`config.mk`:
```
export PLATFORM = sky130hd
export DESIGN_NAME = ctrl_input_debouncer_flat
export DESIGN_NICKNAME = d
export VERILOG_FILES = /design/src/rtl/ctrl_input_debouncer_if.sv /design/src/rtl/ctrl_input_debouncer.sv /design/src/flat_wrapper.sv
export SDC_FILE = /design/constraint.sdc
export NUM_CORES = 1
export LEC_CHECK = 0
export CORE_ASPECT_RATIO = 1.75
export CORE_MARGIN = 4
export CORE_UTILIZATION = 51
export DETAILED_ROUTE_END_ITERATION = 7
export GPL_TIMING_DRIVEN = 0
export PLACE_DENSITY_LB_ADDON = 0.3
export SYNTH_ARGS = -nofsm -noshare
export SYNTH_HDL_FRONTEND = slang
export SYNTH_SLANG_ARGS = --single-unit
```
`constraint.sdc`:
```
create_clock -name clk -period 3.8 [get_ports clk]
set_input_delay 0.57 -clock clk [delete_from_list [all_inputs] [get_ports clk]]
set_output_delay 0.57 -clock clk [all_outputs]
set_load 0.01 [all_outputs]
```
`src/rtl/ctrl_input_debouncer_if.sv`:
```
// rtl/ctrl_input_debouncer_if.sv - switch input / debounced control word bundle
interface ctrl_input_debouncer_if #(
    parameter int WIDTH = 4
);
    logic [WIDTH-1:0] ctrl_raw;
    logic [WIDTH-1:0] ctrl_out;
    logic             ctrl_changed;
    logic             busy;

    modport master (
        output ctrl_raw,
        input  ctrl_out,
        input  ctrl_changed,
        input  busy
    );

    modport slave (
        input  ctrl_raw,
        output ctrl_out,
        output ctrl_changed,
        output busy
    );
endinterface

```
`src/rtl/ctrl_input_debouncer.sv`:
```
// rtl/ctrl_input_debouncer.sv - 2-flop sync plus per-bit debounce of raw switch inputs
// Define CTRL_DEBOUNCE_BYPASS_EN to drop the counters and pass the synchronized bits straight through.
module ctrl_input_debouncer #(
    parameter int WIDTH         = 4,
    parameter int STABLE_CYCLES = 100000
) (
    input  logic                  clk,
    input  logic                  rst_n,
    ctrl_input_debouncer_if.slave bus
);
    logic [WIDTH-1:0] ff1;
    logic [WIDTH-1:0] s;
    logic [WIDTH-1:0] out_q;
    logic             changed_q;

    // ctrl_raw goes straight into ff1: nothing may sit in front of the first sync flop.
    always_ff @(posedge clk or negedge rst_n) begin
        if (!rst_n) begin
            ff1 <= '0;
            s   <= '0;
        end else begin
            ff1 <= bus.ctrl_raw;
            s   <= ff1;
        end
    end

`ifdef CTRL_DEBOUNCE_BYPASS_EN
    always_ff @(posedge clk or negedge rst_n) begin
        if (!rst_n) begin
            out_q     <= '0;
            changed_q <= 1'b0;
        end else begin
            out_q     <= s;
            changed_q <= (s != out_q);
        end
    end

    assign bus.busy = 1'b0;
`else
    localparam int CW = $clog2(STABLE_CYCLES + 1);
    localparam logic [CW-1:0] CNT_LAST = CW'(STABLE_CYCLES - 1);

    logic [CW-1:0]    cnt [WIDTH];
    logic [WIDTH-1:0] commit;
    logic             busy_c;

    always_comb begin
        commit = '0;
        busy_c = 1'b0;
        for (int i = 0; i < WIDTH; i++) begin
            commit[i] = (s[i] != out_q[i]) && (cnt[i] == CNT_LAST);
            busy_c    = busy_c | (|cnt[i]);
        end
    end

    // A bit that returns to its committed value before the count completes starts over from zero.
    always_ff @(posedge clk or negedge rst_n) begin
        if (!rst_n) begin
            for (int i = 0; i < WIDTH; i++) begin
                cnt[i] <= '0;
            end
            out_q     <= '0;
            changed_q <= 1'b0;
        end else begin
            for (int i = 0; i < WIDTH; i++) begin
                if (s[i] == out_q[i]) begin
                    cnt[i] <= '0;
                end else if (commit[i]) begin
                    cnt[i]   <= '0;
                    out_q[i] <= s[i];
                end else begin
                    cnt[i] <= cnt[i] + CW'(1);
                end
            end
            changed_q <= |commit;
        end
    end

    assign bus.busy = busy_c;
`endif

    assign bus.ctrl_out     = out_q;
    assign bus.ctrl_changed = changed_q;
endmodule

```
`src/flat_wrapper.sv`:
```
// flat-port wrapper written by rule: the top's interface ports become plain ports
module ctrl_input_debouncer_flat 
#(
    parameter int WIDTH         = 4,
    parameter int STABLE_CYCLES = 100000
)
  (clk, rst_n, bus_ctrl_raw, bus_ctrl_out, bus_ctrl_changed, bus_busy);
  ctrl_input_debouncer_if #(.WIDTH(WIDTH)) bus_i ();
  input  logic clk;
  input  logic rst_n;
  input wire logic [$bits(bus_i.ctrl_raw)-1:0] bus_ctrl_raw;
  output wire logic [$bits(bus_i.ctrl_out)-1:0] bus_ctrl_out;
  output wire logic [$bits(bus_i.ctrl_changed)-1:0] bus_ctrl_changed;
  output wire logic [$bits(bus_i.busy)-1:0] bus_busy;
  assign bus_i.ctrl_raw = bus_ctrl_raw;
  assign bus_ctrl_out = bus_i.ctrl_out;
  assign bus_ctrl_changed = bus_i.ctrl_changed;
  assign bus_busy = bus_i.busy;
  ctrl_input_debouncer #(.WIDTH(WIDTH), .STABLE_CYCLES(STABLE_CYCLES)) u_core (.clk(clk), .rst_n(rst_n), .bus(bus_i));
endmodule
```
* Yosys cells after proc, flatten, opt, wreduce, memory -nomap -nowiden
Cells that the tools add are included.
** Word-level totals
- Input bits :: 6
- Register bits :: 81
** Cells by class
- $add $sub $neg :: 4
- Bitwise operators :: 7
- Equal/unequal tests :: 12
- Reductions and logical operators :: 13
- Muxes and demuxes :: 8
** Operators by type and width (count)
- 2-to-1 mux 17 bit :: 8
- adder 17 x 1 -> 17 bit, second input constant :: 4
- equality test 17 bit, second input constant :: 4
- OR reduction 17 bit :: 4
- AND reduction 2 bit :: 4
- equality test 1 bit :: 4
- logical AND 1 bit :: 4
- inequality test 1 bit :: 4
- NOT 1 bit :: 4
- OR reduction 4 bit :: 1
- bitwise OR 1 bit :: 3

* Depth between registers and ports, before layout
- Depth after elaboration :: 4
- Mapped depth :: 7
- Depth with buffers taken out :: 6

* Least setup slack after synthesis
OpenSTA, ideal clock, no wires.
- Kind :: reg2out
- Start point :: reg u_core.cnt[46] (netlist name)
- End point :: out bus_busy
- Cell stages (with the launch flop) :: 5
- Path slack :: 1494 ps
- Data arrival time :: 1736 ps
- Cell sequence :: dfrtp_1 > or4_4 > nor4_4 > nand3_1 > or4_4
** On the way
- Longest elaborated chain between the ends :: 4
** Ends and longest elaborated chain
- start, declared :: RTL line ctrl_input_debouncer.sv:43 : logic [CW-1:0] cnt [WIDTH];
- start signal, assigned by index :: RTL line ctrl_input_debouncer.sv:72 : cnt[i] <= cnt[i] + CW'(1);
- OR reduction 17 bit :: RTL line ctrl_input_debouncer.sv:52 : busy_c = busy_c | (|cnt[i]);
- bitwise OR 1 bit (3 in series) :: RTL line ctrl_input_debouncer.sv:52
- end, declared :: RTL line flat_wrapper.sv:14 : output wire logic [$bits(bus_i.busy)-1:0] bus_busy;
Every way passes these cells.

* Worst setup path in the final report
- Start point :: reg u_core.cnt[29] (netlist name)
- End point :: out bus_busy
** On the way
- Longest elaborated chain between the ends :: 3
** Ends and longest elaborated chain (RTL line)
- OR reduction 17 bit :: ctrl_input_debouncer.sv:52
- bitwise OR 1 bit (2 in series) :: ctrl_input_debouncer.sv:52
Every way passes these cells.

==> impl_results.md <==
* Ports at 12
* Max layer used: met4
* CP bufs+invs at 1
* Number of max-slew violations in the final report at 0
* Violation count after the first detailed-route iteration at 250
* Unrepaired setup endpoints after global routing: false
* Switching power summed over all nets at 420 uW
* Area enclosed by the die boundary at 9480 sq um
* Fraction of registers with async set/reset at 100%
* Resize count post-CTS at 0
* Number of detailed-route iterations in the first pass at 6
* Pin count of the biggest net entering global routing at 57
* Placer Congestion at 0.881
* Skew final at a little under 0.006 ns
* Clock root buffer master: clkbuf_16
* Average wire per standard cell at 15.6 um
* Crit path max fanout at 3
* Post-Synthesis Mean Instance Area at between 9 and 10 sq um
* Sort of element at the end of the critical path: output port
* First-pass GRT wire length at 14.2 mm
* Remaining DRCs at 0
* Cell type of the slowest stage on the worst timing path: or4_1
* Share of synthesized area occupied by flip-flops and latches at between 50% and 60%
* Fraction of final layout cells sized beyond drive strength 1 at 7.94%
* Relative slew margins at just under 70%
* Critical Path Source Type: register
* Synthesis warning total at 0
* Total global-route track usage at just under 20%
* Critical path class: register to output port
* Setup Fix Bufs, Post-CTS at 0
* Crit path DAT at roughly 2.9 ns
* Vias in the first global route at around 3100
* Fin Setup TNS at 0 ns
* Run status: finished clean
* Hold crit path type: input port to asynchronous set/reset pin
* Post-layout minimum cycle time at around 3.5 ns
* Post-CTS clock slew at the launch and capture registers of the worst setup and hold paths at roughly 0.06 ns
* Port Buffers at 11
* Post-route met1 wirelength at 3.44 mm
* CP Depth at 5
* Measured slew at the worst slew-check pin at 0.462 ns
* Leading cell types by count after synthesis: dfrtp_1 (81), nor2_1 (76), xnor2_1 (47)
* Synth top area share at 50.1%
* Worst setup slack for register-to-register paths at 1.80 ns
* Internal power at 1.49 mW
* Count of state elements after synthesis at 81
* Core Area at 7670 sq um
* Slowest stage delay, CP at roughly 0.59 ns
* Maximum level of the CTS H-tree at 3
* Initial antenna violation count at 0
* Clock network fraction of total power at between 40% and 50%
* Count leader, synth: dfrtp_1
* Number of buffers added to fix hold violations after cts at 0
* Met3 wirelength from detailed routing at 309 um
* Seq pwr share at 46.8%
* Gr ovfl total at 0
* Setup-failing EPs final at 0
* Launching point of the worst reg2reg path: u_core.cnt[17]$_DFF_PN0_
* Number of different library cells in the post-synthesis netlist at 38
* Clock Path Buffers at 2
* Wire length after detailed routing at 8.28 mm
* Capture point of the worst reg-to-reg path: u_core.cnt[30]$_DFF_PN0_
* TritonCTS Sinks at 81
* Pwr Density at 414 nW/um^2
* Number of clock buffers inserted by TritonCTS at 9
* Critical Path RT at 3.23 ns
* Cells taking the most area after synthesis: dfrtp_1 (50%), xnor2_1 (10%), nor2_1 (7.0%)
* Switching power as a share of total power at 22.0%
* Final Hold Vio Count at 0
* Max frequency at 289 MHz
* Horizontal die dimension at 75.3 um
* Combinational share of power at 4.7%
* VDD IR max at 0.372 mV
* Flip-flop cell with the highest count after synthesis: dfrtp_1
* Syn nets at 427
* Leakage at between 1.5 and 2 nW
* Post-placement setup slack at between 0.6 and 0.7 ns
* Cell Area, Synth at 4050 sq um
* Half-perimeter wire length after placement at approximately 6 mm
* Standard-cell rows at between 40 and 50
* Layout Area Growth over Synthesis at 14.0%
* Max-Cap Viols at 0
* Met2 WL post-DR at 4.26 mm
* EDFF count, synth at 0
* Vias per inst at 5.83
* CP top delay family: simple AND/OR/NAND/NOR gates
* Number of standard cells after synthesis at between 400 and 500
* Starting density of the core at 52.8%
* Logic depth of the worst register-to-register path at 7
* Clock tree from TritonCTS: built
* Net total in the final layout at 450
* DIE HEIGHT at 126 um
* Post-route antenna net violation count at 0
* Final worst path period share at 91.0%
* Vias post-DR at about 3100
* Cell type with the highest aggregate area in the netlist: dfrtp_1
* Antenna diodes at 0
* Clock network latency to the later pin of the worst-skew pair at 0.34 ns
* Final setup slack of the worst path at 0.340 ns
* Critical Path, Cell by Cell: or4_1 -> nor4_1 -> nand3_1 -> or4_4 -> clkdlybuf4s50_1
[worst register-to-register path, stage by stage (launching register included)]
cell,delay [ns]
dfrtp_1,0.45
ha_1,0.28
nand4_1,0.25
nor4_2,0.41
or2_1,0.15
buf_4,0.15
buf_6,0.15
nor2_1,0.06
[routing by layer]
metal  track usage (%)  up-vias
li1                  -     1478
met2              32.1       90
met5                 0        -
met1              23.3     1492
met3              3.99       25
met4              9.47        0
[worst max-delay path by stage]
stage,start,end,slack (ns)
detailed placement,u_core.cnt[29]$_DFF_PN0_,bus_busy,0.70
floorplan,u_core.cnt[46]$_DFF_PN0_,bus_busy,1.49
CTS,u_core.cnt[29]$_DFF_PN0_,bus_busy,0.32
global placement,rst_n,u_core.cnt[25]$_DFF_PN0_,-0.62
finish,u_core.cnt[29]$_DFF_PN0_,bus_busy,0.34
global route,u_core.cnt[29]$_DFF_PN0_,bus_busy,0.23
[power by group through the flow]
stage | registers, mW | logic, mW | clock network [mW]
final | 0.893 | 0.0891 | 0.926
after global routing | 0.895 | 0.103 | 0.981
after CTS | 0.893 | 0.0920 | 0.945
after detailed placement | 0.909 | 0.0913 | 0
after global placement | 0.908 | 0.0859 | 0
after floorplan | 0.904 | 0.0499 | 0
[through the flow]
| step | cell area (sq um) | hold WS, ns | util (%) | instances | total power [mW] |
|---|---|---|---|---|---|
| floorplan | 4050 | 0.274 | - | 413 | 0.954 |
| global placement | 4270 | 0.332 | 55.6 | 512 | 0.994 |
| detailed placement | 4290 | 0.340 | 56.0 | 513 | 1.00 |
| CTS | 4610 | 0.139 | 60.1 | 529 | 1.93 |
| global route | 4610 | 0.153 | 60.1 | 529 | 1.98 |
| finish | 4610 | 0.132 | 60.1 | 529 | 1.91 |
[kinds of logic (layout without fill, tap and decap cells)]
| group | Yosys count | in the layout | share of synthesized area (%) |
|---|---|---|---|
| AO/OA/AOI/OAI | 12 | 12 | 2.23 |
| adder cells (fa/ha/maj) | 8 | 8 | 2.47 |
| flip-flops | 81 | 81 | 50.1 |
| AND/OR/NAND/NOR | 211 | 211 | 27.1 |
| buffers and inverters | 36 | 64 | 3.80 |
| multiplexers | 4 | 4 | 1.11 |
| XOR/XNOR | 61 | 61 | 13.2 |
[flip-flops by register name, indices dropped and copies added, names as in the netlist]
register / flops
u_core.s: 4
u_core.bus.ctrl_changed: 1
u_core.bus.ctrl_out: 4
u_core.ff1: 4
u_core.cnt: 68
[layout make-up]
type                            instances  area, sq um
Fill cell                             620         3060
Sequential cell                        81         2030
Multi-Input combinational cell        296         1870
Clock buffer                           10          229
Timing Repair Buffer                   12          135
Tap cell                               88          110
Clock inverter                          6         91.3
Inverter                               23         86.3
Buffer                                 13         67.6
[cell usage in the layout (no fill, tap or decap), types with 2 or more instances in the layout]
cell | Yosys | routed
a21oi_1 | 3 | 3
a31o_2 | 3 | 3
and4_1 | 2 | 2
buf_2 | 3 | 3
buf_4 | 2 | 3
bufinv_16 | 0 | 2
clkbuf_1 | 7 | 8
clkbuf_16 | 0 | 9
clkdlybuf4s50_1 | 0 | 10
clkinvlp_4 | 0 | 3
dfrtp_1 | 81 | 81
ha_1 | 8 | 8
inv_1 | 23 | 23
mux2_1 | 2 | 2
mux2_2 | 2 | 2
nand2_1 | 20 | 20
nand3_1 | 24 | 24
nand4_1 | 26 | 26
nor2_1 | 76 | 76
nor3_1 | 19 | 19
nor4_1 | 24 | 24
nor4_4 | 2 | 2
nor4b_1 | 2 | 2
or3_1 | 3 | 3
or4_1 | 3 | 3
or4_4 | 3 | 3
xnor2_1 | 47 | 47
xor2_1 | 14 | 14
Note: power is estimated with default switching activity, not from simulation.
